### src/rtl/fusion_mac_ctrl_pkg.sv
// Shared types and constants for the fusion MAC controller slice.
//   state_e   : controller FSM states (IDLE -> RUN -> DRAIN -> DONE)
//   fu_mode_e : fusion_unit precision modes (8x8, dual 4x4, quad 2x2)
//   FU_PROD_W : width of the fusion_unit product
package fusion_mac_ctrl_pkg;

    localparam int FU_PROD_W = 16;

    typedef enum logic [1:0] {
        ST_IDLE  = 2'b00,
        ST_RUN   = 2'b01,
        ST_DRAIN = 2'b10,
        ST_DONE  = 2'b11
    } state_e;

    typedef enum logic [1:0] {
        MODE_8X8  = 2'b00,
        MODE_4X4  = 2'b01,
        MODE_2X2  = 2'b10,
        MODE_RSVD = 2'b11
    } fu_mode_e;

endpackage

### src/rtl/fusion_mac_ctrl_if.sv
// Bus between the operand buffers / writeback and the MAC controller.
//   start, cfg_*           : job start pulse and job configuration
//   in_valid/in_ready/in_* : operand pair stream
//   res_valid/res_ready/res_data : result stream
//   busy, state_dbg        : status and FSM state for observation
// Handshake rule for both streams: a transfer happens at a rising clock edge
// where valid and ready are both 1; the producer holds its payload stable
// while valid=1 and ready=0, and ready never depends combinationally on valid.
interface fusion_mac_ctrl_if #(
    parameter int ACC_W = 32,
    parameter int LEN_W = 8
);
    logic             start;
    logic [1:0]       cfg_mode;
    logic             cfg_sx;
    logic             cfg_sy;
    logic [LEN_W-1:0] cfg_len;
    logic             in_valid;
    logic             in_ready;
    logic [7:0]       in_x;
    logic [7:0]       in_y;
    logic             res_valid;
    logic             res_ready;
    logic [ACC_W-1:0] res_data;
    logic             busy;
    logic [1:0]       state_dbg;

    modport master (
        output start, cfg_mode, cfg_sx, cfg_sy, cfg_len,
        output in_valid, in_x, in_y, res_ready,
        input  in_ready, res_valid, res_data, busy, state_dbg
    );

    modport slave (
        input  start, cfg_mode, cfg_sx, cfg_sy, cfg_len,
        input  in_valid, in_x, in_y, res_ready,
        output in_ready, res_valid, res_data, busy, state_dbg
    );
endinterface

### src/rtl/fusion_mac_ctrl_fusion_unit.sv
// Combinational fusion multiplier.
//   x, y   : 8-bit operands
//   sx, sy : operand signedness (applies to every lane)
//   mode   : 8X8 one product; 4X4 sum of two nibble-lane products;
//            2X2 sum of four 2-bit-lane products; reserved mode gives 0
//   prod   : 16-bit product (two's complement when any operand is signed)
module fusion_mac_ctrl_fusion_unit
    import fusion_mac_ctrl_pkg::*;
(
    input  logic [7:0]           x,
    input  logic [7:0]           y,
    input  logic                 sx,
    input  logic                 sy,
    input  fu_mode_e             mode,
    output logic [FU_PROD_W-1:0] prod
);

    // Lanes are extended to the full product width first; the low 16 bits of
    // a 16x16 product are correct for any mix of signed/unsigned operands.
    logic [FU_PROD_W-1:0] xl;
    logic [FU_PROD_W-1:0] yl;

    always_comb begin
        prod = '0;
        xl   = '0;
        yl   = '0;
        case (mode)
            MODE_8X8: begin
                xl   = {{8{sx & x[7]}}, x};
                yl   = {{8{sy & y[7]}}, y};
                prod = xl * yl;
            end
            MODE_4X4: begin
                for (int i = 0; i < 2; i++) begin
                    xl   = {{12{sx & x[4*i+3]}}, x[4*i +: 4]};
                    yl   = {{12{sy & y[4*i+3]}}, y[4*i +: 4]};
                    prod = prod + xl * yl;
                end
            end
            MODE_2X2: begin
                for (int i = 0; i < 4; i++) begin
                    xl   = {{14{sx & x[2*i+1]}}, x[2*i +: 2]};
                    yl   = {{14{sy & y[2*i+1]}}, y[2*i +: 2]};
                    prod = prod + xl * yl;
                end
            end
            default: prod = '0;
        endcase
    end

endmodule

### src/rtl/fusion_mac_ctrl.sv
// Job sequencer around one fusion_unit: latches a job config on start, accepts
// cfg_len operand pairs, accumulates their products and returns the dot product.
//   clk, nrst : clock, synchronous active-low reset
//   bus       : slave side of fusion_mac_ctrl_if (config, operand and result
//               streams, busy, state_dbg)
module fusion_mac_ctrl
    import fusion_mac_ctrl_pkg::*;
#(
    parameter int ACC_W = 32,
    parameter int LEN_W = 8
) (
    input  logic              clk,
    input  logic              nrst,
    fusion_mac_ctrl_if.slave  bus
);

    localparam logic [LEN_W-1:0] LEN_ONE = LEN_W'(1);

    state_e               state_q, state_d;
    fu_mode_e             mode_q;
    logic                 sx_q, sy_q;
    logic [LEN_W-1:0]     len_q, count_q;
    logic [7:0]           op_x_q, op_y_q;
    logic                 op_v_q;
    logic [ACC_W-1:0]     acc_q;
    logic                 in_ready, res_valid, accept_start, beat;
    logic [FU_PROD_W-1:0] prod;
    logic [ACC_W-1:0]     prod_ext;

    fusion_mac_ctrl_fusion_unit u_fu (
        .x    (op_x_q),
        .y    (op_y_q),
        .sx   (sx_q),
        .sy   (sy_q),
        .mode (mode_q),
        .prod (prod)
    );

    // Any signed operand makes the product two's complement.
    assign prod_ext = (sx_q | sy_q) ? ACC_W'($signed(prod)) : ACC_W'(prod);

    always_comb begin
        state_d      = state_q;
        in_ready     = 1'b0;
        res_valid    = 1'b0;
        accept_start = 1'b0;
        case (state_q)
            ST_IDLE: begin
                if (bus.start) begin
                    accept_start = 1'b1;
                    state_d      = (bus.cfg_len == '0) ? ST_DONE : ST_RUN;
                end
            end
            ST_RUN: begin
                in_ready = 1'b1;
                if (bus.in_valid && (count_q == len_q - LEN_ONE)) state_d = ST_DRAIN;
            end
            // Single cycle in which the last captured pair is accumulated.
            ST_DRAIN: state_d = ST_DONE;
            ST_DONE: begin
                res_valid = 1'b1;
                if (bus.res_ready) state_d = ST_IDLE;
            end
            default: state_d = ST_IDLE;
        endcase
    end

    assign beat = in_ready & bus.in_valid;

    always_ff @(posedge clk) begin
        if (!nrst) begin
            state_q <= ST_IDLE;
            mode_q  <= MODE_8X8;
            sx_q    <= 1'b0;
            sy_q    <= 1'b0;
            len_q   <= '0;
            count_q <= '0;
            op_x_q  <= '0;
            op_y_q  <= '0;
            op_v_q  <= 1'b0;
            acc_q   <= '0;
        end else begin
            state_q <= state_d;
            op_v_q  <= beat;
            if (beat) begin
                op_x_q  <= bus.in_x;
                op_y_q  <= bus.in_y;
                count_q <= count_q + LEN_ONE;
            end
            if (accept_start) begin
                mode_q  <= fu_mode_e'(bus.cfg_mode);
                sx_q    <= bus.cfg_sx;
                sy_q    <= bus.cfg_sy;
                len_q   <= bus.cfg_len;
                count_q <= '0;
                acc_q   <= '0;
            end else if (op_v_q) begin
                acc_q <= acc_q + prod_ext;
            end
        end
    end

    assign bus.in_ready  = in_ready;
    assign bus.res_valid = res_valid;
    assign bus.res_data  = acc_q;
    assign bus.busy      = (state_q != ST_IDLE);
    assign bus.state_dbg = state_q;

endmodule
### src/flat_wrapper.sv
// flat-port wrapper written by rule: the top's interface ports become plain ports
module fusion_mac_ctrl_flat import fusion_mac_ctrl_pkg::*;
#(
    parameter int ACC_W = 32,
    parameter int LEN_W = 8
)
  (clk, nrst, bus_start, bus_cfg_mode, bus_cfg_sx, bus_cfg_sy, bus_cfg_len, bus_in_valid, bus_in_x, bus_in_y, bus_res_ready, bus_in_ready, bus_res_valid, bus_res_data, bus_busy, bus_state_dbg);
  fusion_mac_ctrl_if #(.ACC_W(ACC_W), .LEN_W(LEN_W)) bus_i ();
  input  logic clk;
  input  logic nrst;
  input wire logic [$bits(bus_i.start)-1:0] bus_start;
  input wire logic [$bits(bus_i.cfg_mode)-1:0] bus_cfg_mode;
  input wire logic [$bits(bus_i.cfg_sx)-1:0] bus_cfg_sx;
  input wire logic [$bits(bus_i.cfg_sy)-1:0] bus_cfg_sy;
  input wire logic [$bits(bus_i.cfg_len)-1:0] bus_cfg_len;
  input wire logic [$bits(bus_i.in_valid)-1:0] bus_in_valid;
  input wire logic [$bits(bus_i.in_x)-1:0] bus_in_x;
  input wire logic [$bits(bus_i.in_y)-1:0] bus_in_y;
  input wire logic [$bits(bus_i.res_ready)-1:0] bus_res_ready;
  output wire logic [$bits(bus_i.in_ready)-1:0] bus_in_ready;
  output wire logic [$bits(bus_i.res_valid)-1:0] bus_res_valid;
  output wire logic [$bits(bus_i.res_data)-1:0] bus_res_data;
  output wire logic [$bits(bus_i.busy)-1:0] bus_busy;
  output wire logic [$bits(bus_i.state_dbg)-1:0] bus_state_dbg;
  assign bus_i.start = bus_start;
  assign bus_i.cfg_mode = bus_cfg_mode;
  assign bus_i.cfg_sx = bus_cfg_sx;
  assign bus_i.cfg_sy = bus_cfg_sy;
  assign bus_i.cfg_len = bus_cfg_len;
  assign bus_i.in_valid = bus_in_valid;
  assign bus_i.in_x = bus_in_x;
  assign bus_i.in_y = bus_in_y;
  assign bus_i.res_ready = bus_res_ready;
  assign bus_in_ready = bus_i.in_ready;
  assign bus_res_valid = bus_i.res_valid;
  assign bus_res_data = bus_i.res_data;
  assign bus_busy = bus_i.busy;
  assign bus_state_dbg = bus_i.state_dbg;
  fusion_mac_ctrl #(.ACC_W(ACC_W), .LEN_W(LEN_W)) u_core (.clk(clk), .nrst(nrst), .bus(bus_i));
endmodule
### config.mk
export PLATFORM = sky130hd
export DESIGN_NAME = fusion_mac_ctrl_flat
export DESIGN_NICKNAME = d
export VERILOG_FILES = /design/src/rtl/fusion_mac_ctrl_pkg.sv /design/src/rtl/fusion_mac_ctrl_if.sv /design/src/rtl/fusion_mac_ctrl_fusion_unit.sv /design/src/rtl/fusion_mac_ctrl.sv /design/src/flat_wrapper.sv
export SDC_FILE = /design/constraint.sdc
export NUM_CORES = 1
export LEC_CHECK = 0
export CORE_MARGIN = 4
export CORE_UTILIZATION = 45
export DETAILED_ROUTE_END_ITERATION = 6
export GPL_TIMING_DRIVEN = 0
export PLACE_DENSITY = 0.67
export SYNTH_ARGS = -nofsm -noshare
export SYNTH_HDL_FRONTEND = slang
export SYNTH_HIERARCHICAL = 1
export SYNTH_SLANG_ARGS = --single-unit
### constraint.sdc
create_clock -name clk -period 13.7 [get_ports clk]
set_input_delay 2.74 -clock clk [delete_from_list [all_inputs] [get_ports clk]]
set_output_delay 2.74 -clock clk [all_outputs]
set_load 0.01 [all_outputs]
After elaboration in Yosys (flattened, before gate mapping)
Index checks and enable logic that the tools add are counted.
{"block": "classes", "add_sub_neg": 7, "n_mux": 11, "n_reduce_logical": 7, "n_mul": 7, "eq_ne": 9, "n_bitwise": 11}
{"cell": "case mux 16 bit (3 select lines)", "count": 1}
{"cell": "adder 32 bit", "count": 1}
{"cell": "two-way mux 32 bit", "count": 1}
{"cell": "multiplier 3 x 3 -> 6 bit", "count": 4}
{"cell": "multiplier 5 x 5 -> 10 bit", "count": 2}
{"cell": "multiplier 9 x 9 -> 16 bit", "count": 1}
{"cell": "adder 10 x 10 -> 11 bit", "count": 1}
{"cell": "adder 8 x 6 -> 9 bit", "count": 1}
{"cell": "AND 1 bit", "count": 9}
{"cell": "adder 7 x 6 -> 8 bit", "count": 1}
{"cell": "adder 8 x 1 -> 8 bit (second input constant)", "count": 1}
{"cell": "== test 8 bit", "count": 1}
{"cell": "zero test 8 bit", "count": 1}
{"cell": "two-way mux 2 bit", "count": 4}
{"cell": "case mux 2 bit (4 select lines)", "count": 1}
{"cell": "subtractor 8 x 1 -> 8 bit (second input constant)", "count": 1}
{"cell": "adder 6 x 6 -> 7 bit", "count": 1}
{"cell": "== test 2 bit (second input constant)", "count": 3}
{"cell": "== test 2 x 1 -> 1 bit (second input constant)", "count": 2}
{"cell": "zero test 2 bit", "count": 2}
{"cell": "two-way mux 1 bit", "count": 4}
{"cell": "!= test 2 bit (second input constant)", "count": 2}
{"cell": "AND reduction 3 bit", "count": 1}
{"cell": "!= test 2 x 1 -> 1 bit (second input constant)", "count": 1}
{"cell": "5 further kinds", "count": 5}
{"block": "totals", "input_bits": 33, "ff_bits": 71, "out_inout_bits": 37, "wordCells": 62}

Depth between registers and ports, before layout
{"block": "depth", "depth_word": 8, "mapped_depth": 34, "depth_no_buf": 32}

Modules after synthesis
Netlist, hierarchy kept.
{"mod": "fusion_mac_ctrl_fusion_unit", "seq_area_each_um2": 0.0, "cells_per_inst": 699, "instances": 1, "area_per_inst_um2": 6274.8}
{"mod": "fusion_mac_ctrl", "seq_area_each_um2": 1421.4, "cells_per_inst": 564, "instances": 1, "area_per_inst_um2": 4529.3}

Worst setup path after synthesis
No wires, ideal clock.
{"block": "synth_path", "path_type": "register -> register", "start": "register u_core.op_y_q[3]", "end": "register u_core.acc_q[29], in the netlist u_core/bus.res_data[29]", "synth_period_minus_slack_ns": 7.652, "path_buffers": 1, "stages_incl_launch_ff": 31, "arrival_ns": 7.573, "required_time_ns": 13.621, "setup_time_ns": 0.079, "slack_ns": 6.048, "cell_sequence": "dfxtp_1 clkbuf_1 nand2_1 or2_2 fa_1 inv_1 fa_1 ha_1 fa_1 xnor2_1 xnor2_1 fa_1 inv_1 fa_1 ha_1 nor2b_1 o21ai_0 nand2b_1 fa_1 o221ai_1 o21ai_0 inv_1 ha_1 a21o_1 a21o_1 a21o_1 a21o_1 a221oi_2 nor3_1 mux2_1 o211ai_1"}
{"block": "synth_between", "elab_chain_cells": 8, "word_cells_on_any_way": 11, "classes_between": "5 x add/sub; 3 x mul; 2 x mux; 1 x bitwise"}
{"element": "start, declared", "line": "fusion_mac_ctrl.sv:23", "rtl": "logic [7:0] op_x_q, op_y_q;"}
{"element": "start signal, assigned", "line": "fusion_mac_ctrl.sv:87", "rtl": "op_y_q <= bus.in_y;"}
{"element": "AND 1 bit", "line": "fusion_mac_ctrl_fusion_unit.sv:36, fusion_mac_ctrl_fusion_unit.sv:43"}
{"element": "multiplier 3 x 3 -> 6 bit", "line": "fusion_mac_ctrl_fusion_unit.sv:44", "rtl": "prod = prod + xl * yl;"}
{"element": "adder 6 x 6 -> 7 bit", "line": "fusion_mac_ctrl_fusion_unit.sv:44"}
{"element": "adder 7 x 6 -> 8 bit", "line": "fusion_mac_ctrl_fusion_unit.sv:44"}
{"element": "adder 8 x 6 -> 9 bit", "line": "fusion_mac_ctrl_fusion_unit.sv:44"}
{"element": "case mux 16 bit (3 select lines) (*)", "line": "fusion_mac_ctrl_fusion_unit.sv:27", "rtl": "case (mode)"}
{"element": "via u_core.prod[15]", "line": "fusion_mac_ctrl.sv:27", "rtl": "logic [FU_PROD_W-1:0] prod;"}
{"element": "two-way mux 32 bit (*)", "line": "fusion_mac_ctrl.sv:40", "rtl": "assign prod_ext = (sx_q | sy_q) ? ACC_W'($signed(prod)) : ACC_W'(prod);"}
{"element": "adder 32 bit (*)", "line": "fusion_mac_ctrl.sv:98", "rtl": "acc_q <= acc_q + prod_ext;"}
{"element": "end signal, assigned", "line": "fusion_mac_ctrl.sv:98"}
{"element": "end, declared", "line": "fusion_mac_ctrl.sv:25", "rtl": "logic [ACC_W-1:0] acc_q;"}
The timed path passes the listed nets; every way through them passes the cells marked *.
A chain may end at the register's enable or synchronous reset.

Final worst setup path
Ends and elaborated chain as after synthesis.

==> impl_metrics.toml <==
[sta]
min_period_ps = 9248
fmax_mhz = 108.1
setup_viol = 0
rsz0062_at_grt = "no"
fin_skew_ps = 11.59
fin_crit_sh_pct = 67.50
hold_viol_final = 0
relSlewSlack_pct = 46.18
fin_hold_ws_ps = 458.8
report.final.slew_viol_count = 0
worst_slew_pin_slew_ps = 807.3
fin_ws_ps = 4452
tns_ps = 0

[min_path]
hold_path.class = "reg2reg"
whs_path_depth = 2
hold_path_end = "u_core/op_x_q[4]"
worstHoldStart = "u_core/op_x_q[4]"

[grt]
grt_overflow_total = 0
grt_pass1_wl_mm = 43.80
antenna_found_initial = 0
grtUsageTotal_pct = 20.35
grt_pass1_vias = 8909
grt_start_max_net_pins = 18

[route]
dr_total_vias = 8744
drt_pass1_iterations = 6
first_iter_violations = 442
drcViolationCount = 0
avgRoutedWirePerCell_um = 15.78
viasPerCell = 5.248
totalWireLength_mm = 26.28
ant_nets = 0

[yosys]
synth.area.top_cells = "fa_1 (26%), ha_1 (15%), dfxtp_1 (13%)"
synth_ff_type = "dfxtp_1"
ys_types = 60
synth-async-reset-ratio_pct = 0
syn_avg_cell_area_um2 = 8.554
ys_seq_area_share_pct = 13.16
syn_nets = 1563
netlist.area_leader.share_pct = 25.94
yosysMostFrequentCell = "inv_1"
netlist_area_um2 = 10800
synth_seq_cells = 71
synth-edff-count = 0
synth_top_area_cell = "fa_1"
synthCells = 1263
yosys-top-cells-count = "inv_1 (208), nand2_1 (144), fa_1 (140)"
ys_warn_count = 6

[pwr]
vdd_drop_max_v = 0.00008560
p_int_w = 0.0004908
clockPowerShare_pct = 34.3
power_frac_seq_pct = 32.1
p_leak_nw = 6.053
p_sw_share_pct = 35.87
powerDensity_nw_per_um2 = 62.64
switching_power_w = 0.0002745
combPwrFrac_pct = 33.6

[placed_design]
pre_cts_ws_ps = 4537
hpwl_mm = 22.24
dp.cells = 1650
io_buffers = 68
globalplace.congestion = 0.9282

[worst_setup_path]
rr_endpoint = "u_core/bus.res_data[29]"
slowest_stage = "fa_1"
end_kind = "flip-flop"
critPathLaunchType = "flip-flop"
cp_data_arrival_time_ps = 9510
path_max_fanout = 17
r2r-start = "u_core/op_y_q[3]"
worstSetupPathType = "reg2reg"
path_common_cell = "fa_1"
slowest_delay_ps = 580
critPathLaunch = "u_core/op_y_q[3]"
regToRegSetupSlack_ps = 4450
required_ps = 13960
rr_worst_depth = 30

[floorplanning]
coreArea_um2 = 23540
io_pins = 70
fp.dieH_um = 163.0
core.rowCount = 56
die_area_um2 = 26550
start_util_pct = 45.89
die_w_um = 163.0

[cts]
clk_pin_slew_worst_paths_ps = 60
tritoncts = "done"
cts_hold_buf = 0
htree_levels = 3
root_buffer = "clkbuf_16"
post_cts_resized = 0
postCtsSetupBuffers = 0
clock_latency_ps = 330
clkSinkCount = 71
clk_path_buf_depth = 2
cts_buffers = 9

[cells_and_area]
fin_nets = 1642
area_growth_pct = 13.07
drive_gt1_share_pct = 3.044
diodes = 0
stdcell_count = 1666

[status]
status = "completed"

[flow_run]
max-cap-violations = 0
## how the worst max path moves through the flow
stage	to	slack, ps	cells after the start
global route	u_core/bus.res_data[29]	3870	30
CTS	u_core/bus.res_data[29]	4490	30
floorplan	u_core/bus.res_data[29]	6050	30
finish	u_core/bus.res_data[29]	4450	30
global placement	u_core/bus.res_data[29]	4600	30
detailed placement	u_core/bus.res_data[29]	4540	30
## power groups by stage
stage               registers (W)  clock network, W  logic (W)
global route             0.000249          0.000277   0.000287
detailed placement       0.000250                 0   0.000256
CTS                      0.000245          0.000268   0.000258
floorplan                0.000243                 0   0.000172
finish                   0.000246          0.000262   0.000257
global placement         0.000249                 0   0.000253
## area by class of cell
class                   instances  area [µm²]
plain buffers                  47       178.9
flip-flops and latches         71        1421
inverters                     210       788.3
clock inverters                 4       76.32
multi-input cells             935        8416
clock buffers                  12       256.5
repair buffers                 68       680.7
fillers                      2259       11330
well taps                     319       399.1
## sequential cells by signal (all words and copies together) (netlist names)
| signal | count |
|---|---|
| u_core/bus.res_data | 32 |
| u_core/bus.state_dbg | 2 |
| u_core/count_q | 8 |
| u_core/len_q | 8 |
| u_core/mode_q | 2 |
| u_core/op_v_q | 1 |
| u_core/op_x_q | 8 |
| u_core/op_y_q | 8 |
| u_core/sx_q | 1 |
| u_core/sy_q | 1 |
## per-layer routing
layer,part of all wire (%),vias up,GRT usage [%]
li1,-,4278,-
met1,45,4216,27.48
met3,5.3,33,2.759
met2,47,217,34.13
met4,2.6,0,6.138
met5,0,-,0
## critical path, delay by kind of cell (launching register included)
kind	cells	cell delay, ps
fa+ha+maj	9	3750
compound gates	9	2050
simple gates	5	1190
buf+inv	4	1110
flops	1	370
xor+xnor	2	370
mux	1	330
## layout by cell type (no fill, tap or decap), types with 10 or more instances in the layout
cell and instances:
a21o_1 31, nand2b_1 11, nor2_1 54, a21oi_1 59, nand2_1 144, nor3_1 18
mux2i_1 25, o211ai_1 10, clkbuf_1 43, or2_2 13, ha_1 127, clkdlybuf4s50_1 68
fa_1 140, a21boi_0 14, dfxtp_1 71, o21ai_0 34, nand3_1 23, and3_1 15
inv_1 208, a211oi_1 10, and2_1 36, a31oi_1 12, xor2_1 23, xnor2_1 51
## cells by family (layout without fill, tap and decap cells)
| logic type | after synthesis | in the layout | share of synthesized area [%] |
|---|---|---|---|
| flip-flops | 71 | 71 | 13.16 |
| AND/OR/NAND/NOR | 346 | 346 | 15.10 |
| adder cells (fa/ha/maj) | 267 | 267 | 40.65 |
| multiplexers | 26 | 26 | 2.420 |
| buffers and inverters | 257 | 341 | 8.952 |
| XOR/XNOR | 75 | 75 | 6.207 |
| AO/OA/AOI/OAI | 221 | 221 | 13.51 |
## metrics by stage
stage | power (W) | area (µm²) | utilization [%]
finish | 0.0007653 | 12220 | 51.89
global route | 0.0008128 | 12220 | 51.89
CTS | 0.0007719 | 12220 | 51.89
detailed placement | 0.0005065 | 11880 | 50.48
global placement | 0.0005019 | 11880 | 50.48
floorplan | 0.0004144 | 10800 | -
Power figures use the tool's default switching activity.
